$ cat src/rtl/counter_seq_pkg.sv
// Shared types and default sizes for the counter sequencer.
package counter_seq_pkg;

  localparam int unsigned DEF_WIDTH  = 4;
  localparam int unsigned DEF_STEP_W = 8;

  typedef enum logic [1:0] {
    OP_LOAD  = 2'd0,
    OP_UP    = 2'd1,
    OP_DOWN  = 2'd2,
    OP_CLEAR = 2'd3
  } op_e;

  typedef enum logic [1:0] {
    ST_IDLE = 2'd0,
    ST_LOAD = 2'd1,
    ST_RUN  = 2'd2,
    ST_DONE = 2'd3
  } state_e;

endpackage

$ cat src/rtl/counter_sequencer.sv
// Command-driven controller for an up/down counter: load, clear and step bursts
// with optional stop-at-boundary saturation and a one-cycle done pulse.
module counter_sequencer
  import counter_seq_pkg::*;
#(
  parameter int unsigned WIDTH  = DEF_WIDTH,
  parameter int unsigned STEP_W = DEF_STEP_W
) (
  input  logic              clk,
  input  logic              rst,
  input  logic              cmd_valid,
  output logic              cmd_ready,
  input  logic [1:0]        cmd_op,
  input  logic [WIDTH-1:0]  cmd_data,
  input  logic [STEP_W-1:0] cmd_steps,
  input  logic              cmd_sat_en,
  input  logic              max_count,
  input  logic              zero,
  output logic              load_n,
  output logic              ce,
  output logic              up_down,
  output logic [WIDTH-1:0]  data_load,
  output logic              busy,
  output logic              done,
  output logic              sat
);

  state_e             state, state_d;
  op_e                op_q, op_d;
  logic [WIDTH-1:0]   data_q, data_d;
  logic [STEP_W-1:0]  steps_q, steps_d;
  logic               sat_en_q, sat_en_d;
  logic               sat_q, sat_d;
  logic               boundary;

  // State and command latch registers
  always_ff @(posedge clk or posedge rst) begin
    if (rst) begin
      state    <= ST_IDLE;
      op_q     <= OP_LOAD;
      data_q   <= '0;
      steps_q  <= '0;
      sat_en_q <= 1'b0;
      sat_q    <= 1'b0;
    end else begin
      state    <= state_d;
      op_q     <= op_d;
      data_q   <= data_d;
      steps_q  <= steps_d;
      sat_en_q <= sat_en_d;
      sat_q    <= sat_d;
    end
  end

  // Next-state and counter drive; ce depends on the counter flags only through
  // the count register, so there is no combinational loop.
  always_comb begin
    state_d   = state;
    op_d      = op_q;
    data_d    = data_q;
    steps_d   = steps_q;
    sat_en_d  = sat_en_q;
    sat_d     = sat_q;
    load_n    = 1'b1;
    ce        = 1'b0;
    up_down   = 1'b0;
    data_load = '0;
    boundary  = 1'b0;

    case (state)
      ST_IDLE: begin
        if (cmd_valid) begin
          op_d     = op_e'(cmd_op);
          data_d   = cmd_data;
          steps_d  = cmd_steps;
          sat_en_d = cmd_sat_en;
          sat_d    = 1'b0;
          case (op_e'(cmd_op))
            OP_LOAD, OP_CLEAR: state_d = ST_LOAD;
            default:           state_d = (cmd_steps == '0) ? ST_DONE : ST_RUN;
          endcase
        end
      end

      ST_LOAD: begin
        load_n    = 1'b0;
        data_load = (op_q == OP_LOAD) ? data_q : '0;
        state_d   = ST_DONE;
      end

      ST_RUN: begin
        up_down  = (op_q == OP_UP);
        boundary = (op_q == OP_UP) ? max_count : zero;
        ce       = !(sat_en_q && boundary);
        if (ce) begin
          steps_d = steps_q - STEP_W'(1);
          if (steps_q == STEP_W'(1)) begin
            state_d = ST_DONE;
            sat_d   = 1'b0;
          end
        end else begin
          state_d = ST_DONE;
          sat_d   = 1'b1;
        end
      end

      ST_DONE: state_d = ST_IDLE;

      default: state_d = ST_IDLE;
    endcase
  end

  assign cmd_ready = (state == ST_IDLE);
  assign busy      = (state != ST_IDLE);
  assign done      = (state == ST_DONE);
  assign sat       = (state == ST_DONE) && sat_q;

endmodule

$ cat config.mk
export PLATFORM = sky130hd
export DESIGN_NAME = counter_sequencer
export DESIGN_NICKNAME = d
export VERILOG_FILES = /design/src/rtl/counter_seq_pkg.sv /design/src/rtl/counter_sequencer.sv
export SDC_FILE = /design/constraint.sdc
export NUM_CORES = 1
export LEC_CHECK = 0
export BUFFER_PORTS_ARGS = -buffer_cell sky130_fd_sc_hd__buf_2
export CAP_MARGIN = 20
export CORE_UTILIZATION = 47
export DETAILED_ROUTE_END_ITERATION = 10
export PLACE_DENSITY_LB_ADDON = 0.05
export SLEW_MARGIN = 20
export SYNTH_ARGS = -nofsm -noshare
export SYNTH_HDL_FRONTEND = slang
export SYNTH_SLANG_ARGS = --single-unit
$ cat constraint.sdc
create_clock -name clk -period 1.6 [get_ports clk]
set_input_delay 0.08 -clock clk [delete_from_list [all_inputs] [get_ports clk]]
set_output_delay 0.08 -clock clk [all_outputs]
set_load 0.1 [all_outputs]
==> impl_results.md, run 1 <==
* Status: complete, but fails checks
* Violated checks: negative setup slack
* H-tree depth reported by CTS at 1
* Post-synthesis cell type count at between 40 and 50
* Hold Startpoint: cmd_op[1]
* Buf/Inv on CP at 5
* Clock Skew at around 5.3 ps
* Crit path DAT at just under 2000 ps
* Final period utilization at 111%
* Syn avg cell area at between 9 and 10 um^2
* Power Total at approximately 0.80 mW
* Largest net degree at the start of global routing at 19
* CTS tree: yes
* FF-to-FF setup slack at -170 ps
* CP most frequent cell: buf_4
* Iteration-0 DRC Markers at between 80 and 90
* Synth Area in Compound Gates at between 15 and 20%
* Kind of critical path: flip-flop to flip-flop
* #FFs+latches synth at 18
* Final Worst Setup Slack at -172 ps
* Share of post-route cells with drive strength above 1 at between 50 and 60%
* Leak Pwr at around 0.9 nW
* Synth area leaders: dfrtp_1 (38%), ha_1 (7.4%), mux2_2 (6.7%)
* Critical path fanouts, max at 8
* Detail Route Antenna Nets at 0
* IO buf count at 30
* Max frequency at about 560 MHz
* Top cell type's share of synthesized area at between 30% and 40%
* Vias in the first global route at between 1000 and 1500
* First-pass DRT Iterations at 4
* Row Count at 17
* Die X at 52.1 um
* Io pins at 31
* Clk slew on worst S/H paths at 110 ps
* Hpwl dp at approximately 2300 um
* Routed WL at ~3700 um
* Slew @ Worst Pin at between 700 and 800 ps
* Most numerous cell in the Yosys netlist: dfrtp_1
* Starting Density at just over 50%
* Synth Net Count at between 100 and 150
* RD Place Congestion at 0.835
* CP Launch Point: state[0]$_DFFE_PP0P_
* Root buffer cell: clkbuf_4
* Vias per inst at ~6.0
* DRC viols at 0
* CP peak stage delay at about 380 ps
* Seq/Total Area, Yosys at 38.1%
* Xor/xnor cell area share of the yosys netlist at less than 1%
* Critical Path End Type: flip-flop
* Core Region at between 0.002 and 0.0025 mm^2
* Initial antenna violation count at 0
* # diodes at 0
* Die Ht at ~52 um
* Area growth syn-to-layout at 62.1%
* Async S/R FF share, synth at 100%
* PD cells at approximately 420 mW/mm^2
* Fin crit period at between 1500 and 2000 ps
* Worst hold slack at 30.3 ps
* Deepest clock path buffer count at 2
* First-pass GRT wire length at between 5000 and 6000 um
* Post-synthesis mux area share at between 10% and 20%
* CP cell instances: buf_4 > inv_4 > buf_6 > ha_4 > mux2i_4 > buf_12 > buf_4 > o32a_1
* Post-Synth Simple-Gate Area at around a fifth
* Hold Crit Class: input pin to flip-flop
* Synth Instances at around 120
* Largest area contributor in the netlist: dfrtp_1
* Setup-failing EPs final at 17
* Main combinational cell family by area after synthesis: simple AND/OR/NAND/NOR gates
* Netlist Area Pre-Place at ~0.0012 mm^2
* Vias at 1244
* CP top delay family: buffers and inverters
* Grt total ovfl at 0
* Per-cell routed wire length at approximately 17 um
* Final Slew Violations at 0
* Clock sink count at 18
* Worst R2R Start: state[0]$_DFFE_PP0P_
* Synth Area in Adders at about 7.4%
* Synth top cells by count: dfrtp_1 (18), inv_1 (11), ha_1 (7), mux2_2 (7), nor2_1 (7)
* Final hold violation count at 0
* Die ar. at approximately 0.0027 mm^2
* Max Cap Viol at 0
* Max-slew headroom at a little over half
* RSZ-0062 raised after global routing: true
* Critical path data required time at around 1800 ps
* Synth Flop Type: dfrtp_1
* EDFF count, synth at 0
* Startpoint Class: flip-flop
* Peak supply drop at between 0.5 and 0.6 mV
* CTS buffer count at 3
* Ys Warns at 0
* GRT Util Overall at a little over a quarter
* Worst-skew pair later-pin latency at roughly 310 ps
* Total Nets Final at 209
* Max stage delay cell, worst path: dfrtp_1
-- metal layers --
metal | wire [um] | up-vias | GRT usage (%)
met5 | 0 | - | 0
met4 | 83 | 0 | 13.2
met3 | 194 | 11 | 7.31
met2 | 1930 | 56 | 47.4
met1 | 1440 | 610 | 30.4
li1 | - | 567 | -
-- where the power goes --
group | switching (mW) | total, mW | leakage [nW] | internal [mW]
sequential | 0 | 0.455 | 0.231 | 0.455
clock | 0.153 | 0.292 | 0.0210 | 0.139
combinational | 0.0265 | 0.0556 | 0.674 | 0.0291
-- worst paths after layout --
| path | cells past startpoint | endpoint |
|---|---|---|
| worst max-delay path | 8 | steps_q[5]$_DFFE_PP0P_ |
| worst min-delay path | 2 | op_q[1]$_DFFE_PP0P_ |
| worst max register to register | 8 | steps_q[5]$_DFFE_PP0P_ |
| worst min register to register | 1 | data_q[0]$_DFFE_PP0P_ |
| max in group asynchronous | 3 | state[1]$_DFFE_PP0P_ |
| min in group asynchronous | 3 | steps_q[4]$_DFFE_PP0P_ |
-- through the flow --
| step | util (%) | setup slack [ps] | cells | area, um^2 | setup TNS (ps) |
|---|---|---|---|---|---|
| floorplan | - | -182 | 121 | 1250 | -1020 |
| global placement | 72.7 | 65.2 | 192 | 1670 | 0 |
| detailed placement | 72.7 | 29.2 | 192 | 1670 | 0 |
| CTS | 80.1 | -79.4 | 207 | 1840 | -876 |
| global route | 83.3 | -190 | 209 | 1910 | -2370 |
| finish | 83.3 | -172 | 209 | 1910 | -1300 |
-- flip-flops by register name, summed over array words and instances, names as in the netlist --
register / count
steps_q: 8
data_q: 4
op_q: 2
state: 2
sat_en_q: 1
sat_q: 1
-- kinds of logic (layout without fill, tap and decap cells) --
logic type | after synthesis | count (layout)
compound gates | 29 | 29
simple gates | 40 | 40
mux | 12 | 12
fa+ha+maj | 7 | 7
buf+inv | 14 | 74
flops | 18 | 18
xor+xnor | 1 | 1
-- layout make-up --
cell class | instances | area (um^2)
flip-flops and latches | 18 | 450
fillers | 117 | 383
inverters | 12 | 48.8
clock buffers | 4 | 36.3
well taps | 28 | 35.0
multi-input cells | 89 | 803
repair buffers | 58 | 541
-- worst reg2reg max path: cells and delay by family, from the launching register on --
family                     cells  cell delay (ps)
muxes                          1              200
DFF                            1              380
adders and majority gates      1              180
buffers and inverters          5              570
AOI/OAI and AO/OA              1              330
-- repair_timing --
action                                 4_1_cts  5_1_grt
setup endpoints to repair                    6       19
endpoints found under the hold margin       23        0
hold buffers                                 6        0
pin swaps                                    8        6
cloned                                       0        0
setup buffers                                5        2
gates resized for setup                      9       13
-- layout by cell type, fill, tap and decap left out, drive strengths merged --
master / count
nor3: 4
inv: 11
mux2i: 4
o21ai: 5
mux2: 8
a311oi: 2
nor2: 7
nor3b: 1
nand3: 3
or3b: 1
a22o: 1
and2: 6
and3b: 1
nand4b: 1
a311o: 1
o32a: 1
nand2b: 1
nand4: 2
clkinv: 1
nor4: 4
clkbuf: 4
or3: 1
a41o: 2
a211oi: 1
o21a: 1
a31oi: 4
a22oi: 2
nand2: 7
xor2: 1
a21oi: 6
nor2b: 1
o22a: 1
buf: 52
a2bb2oi: 1
dlygate4sd3: 6
dfrtp: 18
o22ai: 1
ha: 7
No activity file was read; power rests on OpenSTA's default activity.
==> run 2: changes to the inputs <==
--- a/config.mk
+++ b/config.mk
@@ -10,7 +10,7 @@
 export CORE_UTILIZATION = 47
 export DETAILED_ROUTE_END_ITERATION = 10
 export PLACE_DENSITY_LB_ADDON = 0.05
-export SLEW_MARGIN = 20
+export SKIP_CTS_REPAIR_TIMING = 1
 export SYNTH_ARGS = -nofsm -noshare
 export SYNTH_HDL_FRONTEND = slang
 export SYNTH_SLANG_ARGS = --single-unit
==> run 2 against run 1 <==
The run ends with negative hold slack, negative setup slack left. Critical path type unchanged. Core utilization up 3.9 points. Clock skew down 1.5 ps. Count of clock-buffer cells in the layout unchanged. Global-route usage down 1.5 points. Critical endpoint is now steps_q[1]$_DFFE_PP0P_.
==> impl_results.md, run 2 (same netlist as run 1, synthesis figures left out) <==
* Commonest cells after routing, fill and taps aside: buf_4 (20), buf_2 (19), dfrtp_1 (17)
* FF-to-FF setup slack at -80 ps
* CTS tree: yes
* Vias in the first global route at ~1100
* Critical path fanouts, max at 8
* Setup-failing EPs final at 9
* Leak Pwr at ~0.96 nW
* Share of post-route cells with drive strength above 1 at 58.2%
* Peak supply drop at about 0.64 mV
* Grt total ovfl at 0
* Fin crit period at 1680 ps
* Hpwl dp at between 2000 and 2500 um
* Final period utilization at 105%
* Worst hold slack at -1.14 ps
* Iteration-0 DRC Markers at between 50 and 60
* Largest net degree at the start of global routing at 19
* Total Nets Final at approximately 210
* Post-Layout Inst Area at around 0.002 mm^2
* Area of the multi-input gates at around 850 um^2
* CTS buffer count at 3
* Final hold violation count at 1
* Kind of critical path: flip-flop to flip-flop
* First-pass DRT Iterations at 5
* GRT Util Overall at 25.8%
* Largest regs: steps_q x8, data_q x4
* Crit path DAT at between 1500 and 2000 ps
* Final Worst Setup Slack at -83.6 ps
* Io pins at 31
* Status: complete, but fails checks
* Fill count at 109
* Violated checks: negative hold slack, negative setup slack
* Placed inst area at 0.00167 mm^2
* Max FFs per register at 8
* DRC viols at 0
* Startpoint Class: flip-flop
* Row Count at 17
* Slew @ Worst Pin at around 730 ps
* RD Place Congestion at roughly 0.84
* Initial antenna violation count at 0
* Detail Route Antenna Nets at 0
* RSZ-0062 raised after global routing: true
* Worst-skew pair later-pin latency at around 310 ps
* Clk slew on worst S/H paths at ~110 ps
* Critical path data required time at about 1800 ps
* Top reg by flops: steps_q
* First-pass GRT wire length at 5000 um
* Clock Skew at just under 4 ps
* Max Cap Viol at 0
* Die ar. at around 0.0027 mm^2
* Area growth syn-to-layout at 69.6%
* # diodes at 0
* IO buf count at 30
* Routed WL at 3970 um
* Starting Density at between 50% and 60%
* Max-slew headroom at between 50% and 60%
* Max frequency at approximately 590 MHz
* H-tree depth reported by CTS at 1
* Deepest clock path buffer count at 2
* Commonest non-fill, non-tap cell in the layout: buf_4
* Register Area at approximately 450 um^2
* Pre-CTS WS at between 20 and 30 ps
* PD cells at just over 400 mW/mm^2
* Clock sink count at 18
* Core Region at roughly 0.0023 mm^2
* Die Ht at between 50 and 60 um
* Hold Crit Class: input pin to flip-flop
* Root buffer cell: clkbuf_4
* Final setup TNS at -516 ps
* Vias at ~1300
* Critical Path End Type: flip-flop
* Final Slew Violations at 0
* Die X at 52.1 um
* Vias per inst at about 6.2
* Per-cell routed wire length at 18.7 um
[run 2: changes by cell type in the layout (fill, tap and decap cells not counted), sizes merged]
cell,before,now
dlygate4sd3,6,4
clkbuf,4,5
buf,52,56
[run 2: critical path, cell delays in order (launching register included)]
cell     delay (ps)
dfrtp_1         390
inv_2            70
buf_4           150
ha_4            190
mux2i_4         190
buf_12          150
a21oi_4         220
mux2i_1         250
[run 2: per-layer routing]
| layer | vias up | GRT usage (%) | wire length (um) |
|---|---|---|---|
| li1 | 573 | - | - |
| met1 | 634 | 31.0 | 1490 |
| met2 | 79 | 43.6 | 2020 |
| met3 | 23 | 6.73 | 291 |
| met4 | 0 | 10.1 | 165 |
| met5 | - | 0 | 0 |
[run 2: report_power, final]
group	total [mW]	switching [mW]	internal, mW
logic	0.0542	0.0279	0.0263
registers	0.455	0	0.455
clock network	0.298	0.159	0.139
[run 2: through the flow]
step,std cells,power [mW],hold slack [ps],utilization [%]
finish,212,0.807,-1.14,87.2
global route,212,0.832,-2.49,87.2
CTS,196,0.800,-119,74.2
detailed placement,192,0.507,226,72.7
global placement,192,0.506,219,72.7
floorplan,121,0.475,18.6,-
[run 2: cell type report]
cell class              count  area share, %
clock buffers               4           1.81
repair buffers             61           29.2
flip-flops and latches     18           22.5
well taps                  28           1.75
inverters                  12           2.44
multi-input cells          89           42.3
[run 2: final timing paths]
path / startpoint / to / depth (start not counted)
setup / recovery: state[1]$_DFFE_PP0P_ / steps_q[1]$_DFFE_PP0P_ / 7
hold / removal: cmd_data[1] / data_q[1]$_DFFE_PP0P_ / 2
setup reg to reg: state[1]$_DFFE_PP0P_ / steps_q[1]$_DFFE_PP0P_ / 7
hold reg to reg: data_q[2]$_DFFE_PP0P_ / data_q[2]$_DFFE_PP0P_ / 1
max in group asynchronous: rst / op_q[1]$_DFFE_PP0P_ / 3
min in group asynchronous: rst / steps_q[4]$_DFFE_PP0P_ / 3
==> run 3: changes to the inputs <==
--- a/config.mk
+++ b/config.mk
@@ -7,7 +7,9 @@
 export LEC_CHECK = 0
 export BUFFER_PORTS_ARGS = -buffer_cell sky130_fd_sc_hd__buf_2
 export CAP_MARGIN = 20
-export CORE_UTILIZATION = 47
+export CELL_PAD_IN_SITES_DETAIL_PLACEMENT = 0
+export CELL_PAD_IN_SITES_GLOBAL_PLACEMENT = 1
+export CORE_UTILIZATION = 35
 export DETAILED_ROUTE_END_ITERATION = 10
 export PLACE_DENSITY_LB_ADDON = 0.05
 export SKIP_CTS_REPAIR_TIMING = 1
==> run 3 against run 2 <==
The flow finishes with violations (negative setup slack). Sequential power hardly changed. Hold slack better by 9.2 ps. Final cell count is 5.7% higher. Count of clock-buffer cells in the layout stayed put. Fmax is 3.0% lower. Worst setup slack worse by 52 ps. Die area is 33% higher. Core utilization is 26 points lower. Via count is 11% lower. Critical path type is now flip-flop to primary output.
==> impl_results.md, run 3 (same netlist as run 1, synthesis figures left out) <==
* Top reg by flops: steps_q
* Grt total ovfl at 0
* Final period utilization at 109%
* Slew @ Worst Pin at around 730 ps
* Vias per inst at 5.21
* Initial antenna violation count at 0
* Io pins at 31
* Max FFs per register at 8
* Power Total at around 0.8 mW
* Total Nets Final at approximately 210
* Fill count at 265
* Final hold violation count at 0
* Deepest clock path buffer count at 2
* Commonest non-fill, non-tap cell in the layout: buf_4
* Hpwl dp at 2440 um
* Switching Power at between 0.15 and 0.2 mW
* CTS buffer count at 3
* Die Ht at 60.1 um
* Internal power at approximately 0.6 mW
* Final setup TNS at -523 ps
* Clk slew on worst S/H paths at roughly 120 ps
* Starting Density at a little under two fifths
* Area growth syn-to-layout at 63.3%
* Max-slew headroom at about half
* Vias in the first global route at around 1200
* RD Place Congestion at slightly above 0.8
* Startpoint Class: flip-flop
* CP cell instances: inv_2 > buf_6 > ha_4 > inv_2 > nor3_4 > and2_4 > buf_12
* Critical path fanouts, max at 4
* Critical Path End Type: primary output
* Vias at between 1000 and 1500
* Per-cell routed wire length at ~15 um
* Placed inst area at roughly 0.0017 mm^2
* CP peak stage delay at 410 ps
* Die X at approximately 60 um
* Sequential Power Share at between 50% and 60%
* Die ar. at approximately 0.0036 mm^2
* Root buffer cell: clkbuf_4
* Core Region at 0.00313 mm^2
* Final Worst Setup Slack at -136 ps
* Critical path data required time at 1520 ps
* Pre-CTS WS at around 8 ps
* Share of post-route cells with drive strength above 1 at a little under three fifths
* Clock share of power at between 30 and 40%
* Clock sink count at 18
* First-pass DRT Iterations at 4
* Commonest cells after routing, fill and taps aside: buf_4 (22), buf_2 (20), dfrtp_1 (15)
* Max stage delay cell, worst path: dfrtp_1
* PD cells at between 400 and 500 mW/mm^2
* Leak Pwr at 0.921 nW
* Kind of critical path: flip-flop to primary output
* Row Count at 20
* Final Slew Violations at 0
* Max frequency at slightly below 600 MHz
* DRC viols at 0
* Violated checks: negative setup slack
* # diodes at 0
* First-pass GRT wire length at 5080 um
* RSZ-0062 raised after global routing: true
* Iteration-0 DRC Markers at 56
* Routed WL at 3260 um
* Sw Share at 22.9%
* Largest regs: steps_q x8, data_q x4
* Detail Route Antenna Nets at 0
* GRT Util Overall at approximately a fifth
* Worst-skew pair later-pin latency at 310 ps
* Largest net degree at the start of global routing at 19
* Peak supply drop at 0.332 mV
* CTS tree: yes
* Combinational Power Share at ~5.8%
* Setup-failing EPs final at 4
* IO buf count at 30
* Fin crit period at roughly 1700 ps
* Post-Layout Inst Area at 0.00193 mm^2
* Status: complete, but fails checks
* Hold Crit Class: input pin to flip-flop
* Max Cap Viol at 0
* H-tree depth reported by CTS at 1
* Crit path DAT at about 1700 ps
* CP most frequent cell: inv_2
* Clock Skew at 14.2 ps
-- run 3: worst max-delay path: cells and delay by family (launching register included) --
family	cells	cell delay (ps)
adder cells (fa/ha/maj)	1	120
flip-flops	1	410
buffers and inverters	4	370
AND/OR/NAND/NOR	2	440
-- run 3: through the flow --
step	std cells	hold WS, ps	util (%)
CTS	214	-117	55.6
global placement	210	235	54.5
floorplan	121	18.6	-
detailed placement	210	235	54.5
finish	224	8.03	61.7
global route	224	-0.212	61.7
-- run 3: final cells by class --
type	count	area (um^2)	share of cell area, %
clock buffers	4	36.3	1.88
inverters	12	47.5	2.46
multi-input cells	90	832	43.1
flip-flops and latches	18	454	23.5
well taps	44	55.1	2.85
repair buffers	56	504	26.1
-- run 3: power by group through the flow --
stage | logic (mW) | registers [mW] | clock network (mW)
after floorplan | 0.0116 | 0.464 | 0
after global placement | 0.0442 | 0.464 | 0
after detailed placement | 0.0442 | 0.464 | 0
after CTS | 0.0442 | 0.455 | 0.312
after global routing | 0.0525 | 0.455 | 0.324
final | 0.0462 | 0.455 | 0.297
-- run 3: final timing paths --
path	startpoint	end	slack (ps)	cells past startpoint
min	cmd_data[2]	data_q[2]$_DFFE_PP0P_	8	2
max in group asynchronous	rst	op_q[1]$_DFFE_PP0P_	660	3
min in group asynchronous	rst	steps_q[2]$_DFFE_PP0P_	420	3
min reg2reg	data_q[2]$_DFFE_PP0P_	data_q[2]$_DFFE_PP0P_	520	1
max	state[1]$_DFFE_PP0P_	data_load[0]	-140	7
max reg2reg	state[1]$_DFFE_PP0P_	steps_q[5]$_DFFE_PP0P_	20	7
-- run 3: per-layer routing --
layer  global-route usage [%]  wire length [um]  up-vias
li1                         -                 -      566
met1                     24.2              1410      554
met2                     32.4              1630       36
met3                     2.81               146       10
met4                     8.97                70        0
met5                        0                 0        -
